`src/rtl/sensor_value_solver_pkg.sv`:
```
// Shared definitions for the sensor value solver: default widths, FSM state encoding
// and the error codes reported on the error output.
package sensor_value_solver_pkg;

   localparam int BASE_W = 5;
   localparam int COEF_W = 4;
   localparam int TEMP_W = 8;

   typedef enum logic [1:0] {
      IDLE   = 2'd0,
      CHECK  = 2'd1,
      DIVIDE = 2'd2,
      DONE   = 2'd3
   } solverState_t;

   localparam logic [1:0] ERR_OK    = 2'b00;
   localparam logic [1:0] ERR_BELOW = 2'b01;
   localparam logic [1:0] ERR_RANGE = 2'b10;
   localparam logic [1:0] ERR_COEF0 = 2'b11;

endpackage

```
`src/rtl/sensor_value_solver_if.sv`:
```
// Request/result bundle of the sensor value solver; master issues solves, slave answers.
interface sensor_value_solver_if
   import sensor_value_solver_pkg::*;
#(
   parameter int BASE_W = sensor_value_solver_pkg::BASE_W,
   parameter int COEF_W = sensor_value_solver_pkg::COEF_W,
   parameter int TEMP_W = sensor_value_solver_pkg::TEMP_W
);

   logic              start;
   logic [TEMP_W-1:0] targetTemp;
   logic [BASE_W-1:0] factotyBaseTemp;
   logic [COEF_W-1:0] factotyTempCoef;
   logic              busy;
   logic              done;
   logic [COEF_W-1:0] sensorValue;
   logic [COEF_W-1:0] remainder;
   logic              exact;
   logic [1:0]        error;

   modport master (
      output start, targetTemp, factotyBaseTemp, factotyTempCoef,
      input  busy, done, sensorValue, remainder, exact, error
   );

   modport slave (
      input  start, targetTemp, factotyBaseTemp, factotyTempCoef,
      output busy, done, sensorValue, remainder, exact, error
   );

endinterface

```
`src/rtl/sensor_value_solver.sv`:
```
// Inverts temperature = base + coef * sensor by repeated subtraction, one step per clock,
// so a temperature threshold can be turned into a raw sensor compare value.
module sensor_value_solver
   import sensor_value_solver_pkg::*;
#(
   parameter int BASE_W = sensor_value_solver_pkg::BASE_W,
   parameter int COEF_W = sensor_value_solver_pkg::COEF_W,
   parameter int TEMP_W = sensor_value_solver_pkg::TEMP_W
) (
   input  logic                  clk,
   input  logic                  rst,
   sensor_value_solver_if.slave  solverBus
);

   solverState_t      state;
   logic [TEMP_W-1:0] targetLatched;
   logic [BASE_W-1:0] baseLatched;
   logic [COEF_W-1:0] coefLatched;
   logic [TEMP_W-1:0] rem;
   logic [COEF_W-1:0] quotient;

   always_ff @(posedge clk or posedge rst) begin
      if (rst) begin
         state                 <= IDLE;
         targetLatched         <= '0;
         baseLatched           <= '0;
         coefLatched           <= '0;
         rem                   <= '0;
         quotient              <= '0;
         solverBus.busy        <= 1'b0;
         solverBus.done        <= 1'b0;
         solverBus.sensorValue <= '0;
         solverBus.remainder   <= '0;
         solverBus.exact       <= 1'b0;
         solverBus.error       <= ERR_OK;
      end else begin
         case (state)
            IDLE: begin
               solverBus.done <= 1'b0;
               // Previous results stay visible until a new request is actually taken.
               if (solverBus.start) begin
                  targetLatched         <= solverBus.targetTemp;
                  baseLatched           <= solverBus.factotyBaseTemp;
                  coefLatched           <= solverBus.factotyTempCoef;
                  solverBus.busy        <= 1'b1;
                  solverBus.sensorValue <= '0;
                  solverBus.remainder   <= '0;
                  solverBus.exact       <= 1'b0;
                  solverBus.error       <= ERR_OK;
                  state                 <= CHECK;
               end
            end

            CHECK: begin
               if (targetLatched < TEMP_W'(baseLatched)) begin
                  solverBus.error <= ERR_BELOW;
                  solverBus.busy  <= 1'b0;
                  solverBus.done  <= 1'b1;
                  state           <= DONE;
               end else if (coefLatched == '0) begin
                  // With a zero coefficient only target == base has a solution (sensor 0).
                  if (targetLatched == TEMP_W'(baseLatched)) begin
                     solverBus.exact <= 1'b1;
                  end else begin
                     solverBus.error <= ERR_COEF0;
                  end
                  solverBus.busy <= 1'b0;
                  solverBus.done <= 1'b1;
                  state          <= DONE;
               end else begin
                  rem      <= targetLatched - TEMP_W'(baseLatched);
                  quotient <= '0;
                  state    <= DIVIDE;
               end
            end

            DIVIDE: begin
               if (rem >= TEMP_W'(coefLatched)) begin
                  if (quotient == '1) begin
                     solverBus.error <= ERR_RANGE;
                     solverBus.busy  <= 1'b0;
                     solverBus.done  <= 1'b1;
                     state           <= DONE;
                  end else begin
                     rem      <= rem - TEMP_W'(coefLatched);
                     quotient <= quotient + COEF_W'(1);
                  end
               end else begin
                  // rem < coef here, so it always fits in the narrower remainder field.
                  solverBus.sensorValue <= quotient;
                  solverBus.remainder   <= rem[COEF_W-1:0];
                  solverBus.exact       <= (rem == '0);
                  solverBus.busy        <= 1'b0;
                  solverBus.done        <= 1'b1;
                  state                 <= DONE;
               end
            end

            DONE: begin
               solverBus.done <= 1'b0;
               state          <= IDLE;
            end

            default: begin
               state <= IDLE;
            end
         endcase
      end
   end

endmodule
```
`src/flat_wrapper.sv`:
```
// flat-port wrapper written by rule: the top's interface ports become plain ports
module sensor_value_solver_flat import sensor_value_solver_pkg::*;
#(
   parameter int BASE_W = sensor_value_solver_pkg::BASE_W,
   parameter int COEF_W = sensor_value_solver_pkg::COEF_W,
   parameter int TEMP_W = sensor_value_solver_pkg::TEMP_W
)
  (clk, rst, solverBus_start, solverBus_targetTemp, solverBus_factotyBaseTemp, solverBus_factotyTempCoef, solverBus_busy, solverBus_done, solverBus_sensorValue, solverBus_remainder, solverBus_exact, solverBus_error);
  sensor_value_solver_if #(.BASE_W(BASE_W), .COEF_W(COEF_W), .TEMP_W(TEMP_W)) solverBus_i ();
  input  logic clk;
  input  logic rst;
  input wire logic [$bits(solverBus_i.start)-1:0] solverBus_start;
  input wire logic [$bits(solverBus_i.targetTemp)-1:0] solverBus_targetTemp;
  input wire logic [$bits(solverBus_i.factotyBaseTemp)-1:0] solverBus_factotyBaseTemp;
  input wire logic [$bits(solverBus_i.factotyTempCoef)-1:0] solverBus_factotyTempCoef;
  output wire logic [$bits(solverBus_i.busy)-1:0] solverBus_busy;
  output wire logic [$bits(solverBus_i.done)-1:0] solverBus_done;
  output wire logic [$bits(solverBus_i.sensorValue)-1:0] solverBus_sensorValue;
  output wire logic [$bits(solverBus_i.remainder)-1:0] solverBus_remainder;
  output wire logic [$bits(solverBus_i.exact)-1:0] solverBus_exact;
  output wire logic [$bits(solverBus_i.error)-1:0] solverBus_error;
  assign solverBus_i.start = solverBus_start;
  assign solverBus_i.targetTemp = solverBus_targetTemp;
  assign solverBus_i.factotyBaseTemp = solverBus_factotyBaseTemp;
  assign solverBus_i.factotyTempCoef = solverBus_factotyTempCoef;
  assign solverBus_busy = solverBus_i.busy;
  assign solverBus_done = solverBus_i.done;
  assign solverBus_sensorValue = solverBus_i.sensorValue;
  assign solverBus_remainder = solverBus_i.remainder;
  assign solverBus_exact = solverBus_i.exact;
  assign solverBus_error = solverBus_i.error;
  sensor_value_solver #(.BASE_W(BASE_W), .COEF_W(COEF_W), .TEMP_W(TEMP_W)) u_core (.clk(clk), .rst(rst), .solverBus(solverBus_i));
endmodule
```
`config.mk`:
```
export PLATFORM = sky130hd
export DESIGN_NAME = sensor_value_solver_flat
export DESIGN_NICKNAME = d
export VERILOG_FILES = /design/src/rtl/sensor_value_solver_pkg.sv /design/src/rtl/sensor_value_solver_if.sv /design/src/rtl/sensor_value_solver.sv /design/src/flat_wrapper.sv
export SDC_FILE = /design/constraint.sdc
export NUM_CORES = 1
export LEC_CHECK = 0
export ABC_AREA = 1
export BUFFER_PORTS_ARGS = -buffer_cell sky130_fd_sc_hd__buf_4
export CAP_MARGIN = 20
export CORE_ASPECT_RATIO = 1.75
export CORE_MARGIN = 2
export CORE_UTILIZATION = 52
export DETAILED_ROUTE_END_ITERATION = 8
export HOLD_SLACK_MARGIN = 0.06
export PLACE_DENSITY = 0.76
export SLEW_MARGIN = 20
export SYNTH_ARGS = -nofsm -noshare
export SYNTH_HDL_FRONTEND = slang
export SYNTH_SLANG_ARGS = --single-unit
export TNS_END_PERCENT = 50
```
`constraint.sdc`:
```
create_clock -name clk -period 1.8 [get_ports clk]
set_input_delay 0 -clock clk [delete_from_list [all_inputs] [get_ports clk]]
set_output_delay 0 -clock clk [all_outputs]
set_load 0.02 [all_outputs]
```
# ---- After elaboration in Yosys (flattened, before gate mapping)
# Index checks and enable logic that the tools add are counted.
dict set report op_classes {
  n_lt_le_gt_ge 2
  addsub 3
  n_eq_ne 17
  reduce_logical 15
  mux 45
}
# cell count
set op_table {}
lappend op_table {{$mux 8} 4}
lappend op_table {{$mux 4} 7}
lappend op_table {{$pmux 4 s2} 3}
lappend op_table {{$mux 2} 10}
lappend op_table {{$pmux 8 s2} 1}
lappend op_table {{$mux 1} 15}
lappend op_table {{$reduce_and 6->1} 2}
lappend op_table {{$ne 2x2->1 const B} 5}
lappend op_table {{$pmux 1 s3} 3}
lappend op_table {{$eq 8x5->1} 1}
lappend op_table {{$ge 8x4->1} 1}
lappend op_table {{$logic_not 8->1} 1}
lappend op_table {{$lt 8x5->1} 1}
lappend op_table {{$ne 2x1->1 const B} 4}
lappend op_table {{$pmux 2 s4} 1}
lappend op_table {{$sub 8x4->8} 1}
lappend op_table {{$sub 8x5->8} 1}
lappend op_table {{$pmux 2 s3} 1}
lappend op_table {{$reduce_and 2->1} 3}
lappend op_table {{$reduce_and 5->1} 1}
lappend op_table {{$add 4x1->4 const B} 1}
lappend op_table {{$eq 2x2->1 const B} 2}
lappend op_table {{$eq 4x4->1 const B} 1}
lappend op_table {{$logic_not 4->1} 1}
lappend op_table {{other kinds (10)} 11}
dict set report totals {
  out_inout_bits 13
  word_cells 94
  ff_bits 44
  inputBits 20
}

# ---- Depth between registers and ports, before layout
# Gate-level depths: netlist (run 1).
dict set report depth {
  ltp_word 5
  depth_mapped 14
  ltp_nobuf 14
}

# ---- Worst setup path before layout (run 1)
# Ideal clock, no wire load.
dict set report synth_timing {
  path_kind {reg2reg}
  start {register u_core.baseLatched[0]}
  end {register u_core.rem[4]}
  arrival_time_ns 1.749
  n_path_buf 1
  stages_incl_launch_ff 14
  slack_ns -0.065
  synth_period_minus_slack_ns 1.865
  cell_sequence {dfrtp_1 -> ha_1 -> fa_1 -> inv_1 -> nand3_1 -> nand2_1 -> nand2_1 -> nand2_2 -> nand2_1 -> nand2_2 -> nand2_8 -> buf_8 -> nand2_1 -> nand2_1}
}
dict set report synth_between {
  elab_chain_cells 4
  word_cells_on_any_way 7
  classes_between {1 x add/sub; 1 x order compare; 1 x eq/ne; 3 x mux; 1 x reduce/logical}
}
# element line
set synth_rtl {}
lappend synth_rtl {{start, declared} sensor_value_solver.sv:17} ;# logic [BASE_W-1:0] baseLatched;
lappend synth_rtl {{start signal, assigned} sensor_value_solver.sv:43} ;# baseLatched <= solverBus.factotyBaseTemp;
lappend synth_rtl {{$sub 8x5->8} sensor_value_solver.sv:71} ;# rem <= targetLatched - TEMP_W'(baseLatched);
lappend synth_rtl {{$mux 8} sensor_value_solver.sv:60} ;# end else if (coefLatched == '0) begin
lappend synth_rtl {{$mux 8} sensor_value_solver.sv:55} ;# if (targetLatched < TEMP_W'(baseLatched)) begin
lappend synth_rtl {{$pmux 8 s2} sensor_value_solver.sv:37} ;# case (state)
lappend synth_rtl {{end signal, assigned} sensor_value_solver.sv:71}
lappend synth_rtl {{end signal, assigned} sensor_value_solver.sv:85} ;# rem <= rem - TEMP_W'(coefLatched);
lappend synth_rtl {{end, declared} sensor_value_solver.sv:19} ;# logic [TEMP_W-1:0] rem;
# Several ways; a longest one is shown, not always the timed one. The select of a mux whose other input is x is not followed.
# A chain may end at the register's enable or synchronous reset.

# ---- Worst setup path after layout (run 1)
dict set report layout_timing {
  start {register u_core.baseLatched[0]}
  end {register u_core.rem[5]}
}
# Same word-level chain as after synthesis.

==> results.yml, run 1 <==
clocking:
  cts.sinks: 44
  path_clk_slew_ps: 80
  clk_path_buf_depth: 2
  h-tree-depth: 2
  cts_buffers: 5
  cts-root-buf: "clkbuf_8"
  cts_tree: "yes"
  clkLatencyLatePin_ps: 300
layout:
  layout_common_cells: "97 x nand2_1, 54 x buf_4, 44 x dfrtp_1, 37 x nor2_1, 33 x inv_1"
  fin_cells: 484
  drive_above_1_share_pct: 30.0
  area_growth_pct: 36.5
  final_core_utilization_pct: 73.5
  diodes: 0
  mostFrequentLayoutCell: "nand2_1"
  nets: 466
logic_synthesis:
  yosys.area_share.simple_pct: 29.6
  syn_nets: 388
  syn_area_um2: 2680
  synth-adder-area-share_pct: 8.50
  seq_area_frac_synth_pct: 41.1
  yosysWarnings: 0
  synth_top_family_by_area: "simple AND/OR/NAND/NOR gates"
  yosys.area_share.xor_xnor_pct: 0.327
  synth_compound_area_share_pct: 10.9
  synthMuxAreaShare_pct: 2.10
  synth_cell_type_count: 29
  postSynthCellCount: 351
  ys_ff_latch: 44
  syn_area_per_cell_um2: 7.63
floorplanning:
  start_util_pct: 53.8
  row_count: 34
  die_area_um2: 5760
  dieWidth_um: 58.2
  die_y_um: 98.9
  ioPinCount: 33
  core_region_area_um2: 4980
sta:
  slew_violations: 0
  setup_ws_ps: -42.0
  slew_headroom_pct: 51.3
  whs_ps: 193
  layout_min_cycle_time_ps: 1840
  setup_viol: 12
  worst_slew_pin_slew_ps: 726
  rsz0062_at_grt: "yes"
  fin_crit_sh_pct: 102
  setup_tns_ps: -308
  hold_violations: 0
  fin_skew_ps: 5.82
  fmax_mhz: 543
route:
  via_per_inst: 5.32
  wl_per_cell_um: 13.7
  dr.pass1.iters: 4
  wirelength_um: 6650
  drt_iter0_drc: 86
  post-route-drc-count: 0
  drtAntennaViolNets: 0
  vias: 2575
critical_path:
  cp-end-kind: "register"
  cp_max_fo: 6
  reg2reg_slack_ps: -40
  critPathKind: "register to register"
  required_ps: 2050
  cp-start-kind: "register"
  crit_arrival_ps: 2090
pwr:
  p_per_area_nw_per_um2: 2070
  power_w: 0.00757
  peakVddDrop_mv: 1.51
  p_comb_share_pct: 67.7
  pwr-share-seq_pct: 22.3
  swShare_pct: 48.6
  p_leak_nw: 1.84
  internal_power_w: 0.00389
  pwr-share-clk_pct: 10.0
  p_sw_w: 0.00368
status:
  violations: "setup timing"
  status: "finished, violations left"
grt:
  grt_max_degree: 30
  antenna_found_initial: 0
  grt.total_usage_pct: 23.8
  grt_pass1_wl_um: 10700
  gr-total-overflow: 0
  grt_pass1_vias: 2569
place:
  routabilityCongestion: 0.866
  placedCellCount: 450
  io_buffer_count: 32
  dpl.hpwl_um: 4420
min_path:
  hp-class: "input port to register"
flow_run:
  maxCapViolCount: 0
stage by stage:
| stage | worst slack (ps) | cell area (um^2) |
|---|---|---|
| floorplan | 11.4 | 2690 |
| global placement | -44.3 | 3120 |
| detailed placement | -97.5 | 3120 |
| CTS | -33.6 | 3520 |
| global route | -136 | 3660 |
| finish | -42.0 | 3660 |
sequential cells by signal, indices dropped and copies added, names as in the netlist:
name                          cells
u_core.rem                        8
u_core.targetLatched              8
u_core.baseLatched                5
u_core.coefLatched                4
u_core.quotient                   4
u_core.solverBus.remainder        4
u_core.solverBus.sensorValue      4
u_core.solverBus.error            2
u_core.state                      2
u_core.solverBus.busy             1
u_core.solverBus.done             1
u_core.solverBus.exact            1
layer usage:
layer | track usage (%) | up-vias | share of wire [%]
met3 | 3.54 | 23 | 3.3
met1 | 23.9 | 1204 | 36
met2 | 44.4 | 75 | 58
li1 | - | 1273 | -
met5 | 0 | - | 0
met4 | 13.6 | 0 | 3.5
cell usage after synthesis:
master / number / share of area, %
inv_2: 3 / 0.42
o21ai_1: 3 / 0.56
dfrtp_1: 44 / 41
o21ai_0: 12 / 2.2
inv_1: 36 / 5.0
nand2_1: 115 / 16
nand2_8: 1 / 0.75
a21boi_1: 1 / 0.28
nand3_1: 20 / 3.7
nand3b_1: 1 / 0.28
nand4_1: 2 / 0.47
or2_2: 3 / 0.70
ha_1: 15 / 7.0
xor2_1: 1 / 0.33
o211ai_4: 1 / 0.79
buf_6: 1 / 0.42
mux2_2: 5 / 2.1
nor2_2: 3 / 0.70
buf_2: 2 / 0.37
a21oi_1: 19 / 3.6
buf_8: 1 / 0.56
o22ai_1: 1 / 0.23
nor2_1: 38 / 5.3
nor3_1: 2 / 0.37
fa_1: 2 / 1.5
o21ai_2: 10 / 3.3
and3_1: 1 / 0.23
nand2_2: 4 / 0.93
clkbuf_1: 4 / 0.56
path summary, 6_finish.rpt:
kind / from / endpoint / cells after the start
setup / recovery: u_core.baseLatched[0] / u_core.rem[5] / 13
hold / removal: solverBus_start / u_core.baseLatched[4] / 5
setup reg to reg: u_core.baseLatched[0] / u_core.rem[5] / 13
hold reg to reg: u_core.solverBus.exact / u_core.solverBus.exact / 2
max in group asynchronous: rst / u_core.rem[6] / 4
min in group asynchronous: rst / u_core.targetLatched[0] / 3
repair_timing:
action	in CTS	in global routing
setup buffers	1	3
endpoints found under the setup margin	23	27
gates cloned	3	1
hold buffers	18	0
gates resized for setup	22	27
pin swaps	10	11
endpoints found under the hold margin	35	0
worst max-delay path, cell delays in order, from the launching register on:
cell     delay [ps]
dfrtp_1         410
ha_4            180
fa_2            350
inv_2            70
nand3_2          60
nand2_2          90
nand2_2          60
nand2_4          80
nand2_4          60
nand2_8         120
nand2_8         100
inv_8            80
nand2_2          50
nand2_1          60
cell families (layout without fill, tap and decap cells):
group	Yosys count	count (layout)
AO/OA/AOI/OAI	47	48
XOR/XNOR	1	1
adder cells (fa/ha/maj)	17	17
buffers and inverters	47	122
flip-flops	44	44
multiplexers	5	5
AND/OR/NAND/NOR	190	193
power groups by stage:
| stage | clock (W) | combinational [W] | sequential, W |
|---|---|---|---|
| finish | 0.000754 | 0.00513 | 0.00169 |
| global route | 0.000799 | 0.00570 | 0.00174 |
| CTS | 0.000772 | 0.00470 | 0.00168 |
| detailed placement | 0 | 0.00419 | 0.00170 |
| global placement | 0 | 0.00408 | 0.00168 |
| floorplan | 0 | 0.00294 | 0.00178 |
area by class of cell:
| cell class | instances | area, um^2 |
|---|---|---|
| Timing Repair Buffer | 75 | 637 |
| Clock buffer | 6 | 72.6 |
| Sequential cell | 44 | 1100 |
| Multi-Input combinational cell | 264 | 1580 |
| Clock inverter | 2 | 35.0 |
| Tap cell | 54 | 67.6 |
| Inverter | 39 | 159 |
| Fill cell | 378 | 1320 |
No activity file was read; power rests on OpenSTA's default activity.
==> inputs of run 2 (changes only) <==
ABC_AREA = not set   (was 1)
CORE_UTILIZATION = 53   (was 52)
PLACE_DENSITY = 0.78   (was 0.76)
==> results.yml, run 2 <==
status:
  status: "finished, violations left"
  violations: "setup timing"
grt:
  grt_pass1_wl_um: 15400
  antenna_found_initial: 0
  grt_pass1_vias: 3137
  gr-total-overflow: 0
  grt.total_usage_pct: 35.6
  grt_max_degree: 24
logic_synthesis:
  synth_top_area_cell: "dfrtp_1"
  synth_cell_type_count: 62
  synth_top_area_share_pct: 39.9
  synth_edf_count: 0
  syn_area_per_cell_um2: 10.3
  synth.area.top_cells: "dfrtp_1 40%, mux2_2 8.6%, ha_1 6.8%"
  postSynthCellCount: 268
  async_reset_ff_share_pct: 100
  ys_ff_latch: 44
  yosysMostFrequentCell: "dfrtp_1"
  synth_common_cells: "44 x dfrtp_1, 23 x inv_1, 21 x mux2_2"
  ys.flop_type: "dfrtp_1"
  yosysWarnings: 0
  syn_nets: 305
  syn_area_um2: 2760
  seq_area_frac_synth_pct: 39.9
pwr:
  p_leak_nw: 1.94
  swShare_pct: 44.1
  p_sw_w: 0.00461
  pwr-share-seq_pct: 17.7
  p_comb_share_pct: 74.2
  peakVddDrop_mv: 1.61
  power_w: 0.0105
  p_per_area_nw_per_um2: 2460
  pwr-share-clk_pct: 8.1
  internal_power_w: 0.00585
sta:
  layout_min_cycle_time_ps: 2270
  fin_skew_ps: 9.80
  rsz0062_at_grt: "yes"
  fmax_mhz: 441
  slew_violations: 0
  slew_headroom_pct: 39.7
  setup_viol: 27
  setup_ws_ps: -466
  setup_tns_ps: -8570
  whs_ps: 165
  worst_slew_pin_slew_ps: 899
  hold_violations: 0
  fin_crit_sh_pct: 126
layout:
  reg_top3: "u_core.rem: 8 flops, u_core.targetLatched: 8 flops, u_core.baseLatched: 5 flops"
  diodes: 0
  num-fill-cells: 241
  final_core_utilization_pct: 85.3
  fin_cells: 452
  drive_above_1_share_pct: 46.7
  mostFrequentLayoutCell: "buf_4"
  nets: 434
  area_growth_pct: 53.9
  layout_common_cells: "100 x buf_4, 43 x dfrtp_1, 20 x mux2_2, 20 x inv_1"
route:
  post-route-drc-count: 0
  drt_iter0_drc: 202
  via_per_inst: 6.55
  wl_per_cell_um: 22.3
  dr.pass1.iters: 7
  drtAntennaViolNets: 0
  wirelength_um: 10100
  vias: 2960
floorplanning:
  die_y_um: 99.5
  row_count: 34
  start_util_pct: 55.5
  core_region_area_um2: 4980
  ioPinCount: 33
  dieWidth_um: 58.6
  die_area_um2: 5820
critical_path:
  cp-end-kind: "register"
  critical_path.slowest_cell: "or4b_1"
  critPathKind: "register to register"
  reg2reg_slack_ps: -470
  cp_cell_sequence: "ha_2 -> fa_2 -> nor2b_4 -> o31a_1 -> o21ai_2 -> or4b_1 -> and3_1"
  r2r_cells: 7
  cp-start-kind: "register"
  cp_slowest_stage_delay_ps: 470
  crit_arrival_ps: 2470
  required_ps: 2010
  cp_max_fo: 5
clocking:
  clkLatencyLatePin_ps: 310
  h-tree-depth: 2
  path_clk_slew_ps: 90
  cts.sinks: 44
  cts_tree: "yes"
  cts-root-buf: "clkbuf_8"
  cts_buffers: 5
  clk_path_buf_depth: 2
place:
  placedCellCount: 420
  io_buffer_count: 32
  routabilityCongestion: 0.909
  dpl.hpwl_um: 5940
min_path:
  hold_path_depth: 4
  hp-class: "input port to register"
flow_run:
  maxCapViolCount: 0
run 2: kinds of logic (layout without fill, tap and decap cells):
group           after synthesis  after routing  synth area share, %
compound gates               74             75                 19.9
xor+xnor                      2              2                0.635
fa+ha+maj                    17             17                 8.25
buf+inv                      31            160                 4.62
flops                        44             44                 39.9
mux                          28             28                 11.5
simple gates                 72             72                 15.1
run 2: layout make-up:
cell class | instances | area (um^2) | share of cell area, %
Clock buffer | 7 | 96.3 | 2.27
Tap cell | 54 | 67.6 | 1.59
Multi-Input combinational cell | 194 | 1780 | 42.0
Timing Repair Buffer | 129 | 1080 | 25.4
Inverter | 23 | 86.3 | 2.03
Sequential cell | 44 | 1100 | 26.0
Clock inverter | 1 | 30.0 | 0.707
run 2: path summary, 6_finish.rpt:
kind | startpoint | to
setup / recovery | u_core.baseLatched[0] | u_core.rem[5]
hold / removal | solverBus_start | u_core.state[1]
setup reg to reg | u_core.baseLatched[0] | u_core.rem[5]
hold reg to reg | u_core.solverBus.sensorValue[1] | u_core.solverBus.sensorValue[1]
max in group asynchronous | rst | u_core.solverBus.sensorValue[1]
min in group asynchronous | rst | u_core.targetLatched[2]
run 2: what timing repair did:
action | 4_1_cts | 5_1_grt
cloned | 1 | 0
hold buffers | 18 | 0
buffers inserted | 5 | 1
gates resized for setup | 27 | 23
setup endpoints to repair | 27 | 27
endpoints found under the hold margin | 39 | 0
pin swaps | 17 | 12
run 2: layer usage:
layer / wire [um] / global-route usage, % / share of wire, % / vias to the layer above
li1: - / - / - / 1268
met1: 3240 / 35.0 / 32 / 1422
met2: 5340 / 64.5 / 53 / 191
met3: 647 / 5.72 / 6.4 / 79
met4: 831 / 24.9 / 8.3 / 0
met5: 0 / 0 / 0 / -
run 2: power by group through the flow:
stage / registers [W] / logic (W) / clock network, W
floorplan: 0.00186 / 0.00363 / 0
global placement: 0.00178 / 0.00604 / 0
detailed placement: 0.00180 / 0.00622 / 0
CTS: 0.00180 / 0.00693 / 0.000850
global route: 0.00188 / 0.00811 / 0.000880
finish: 0.00185 / 0.00777 / 0.000847
run 2: per-stage QoR:
stage	setup WS, ps	instance area [um^2]
global route	-570	4250
CTS	-421	4160
finish	-466	4250
floorplan	-357	2840
detailed placement	-524	3700
global placement	-480	3700
run 2: worst max-delay path: cells and delay by family, from the launching register on:
| kind | cells | cell delay (ps) |
|---|---|---|
| DFF | 1 | 410 |
| AOI/OAI and AO/OA | 2 | 390 |
| and+or+nand+nor | 3 | 800 |
| adders and majority gates | 2 | 570 |
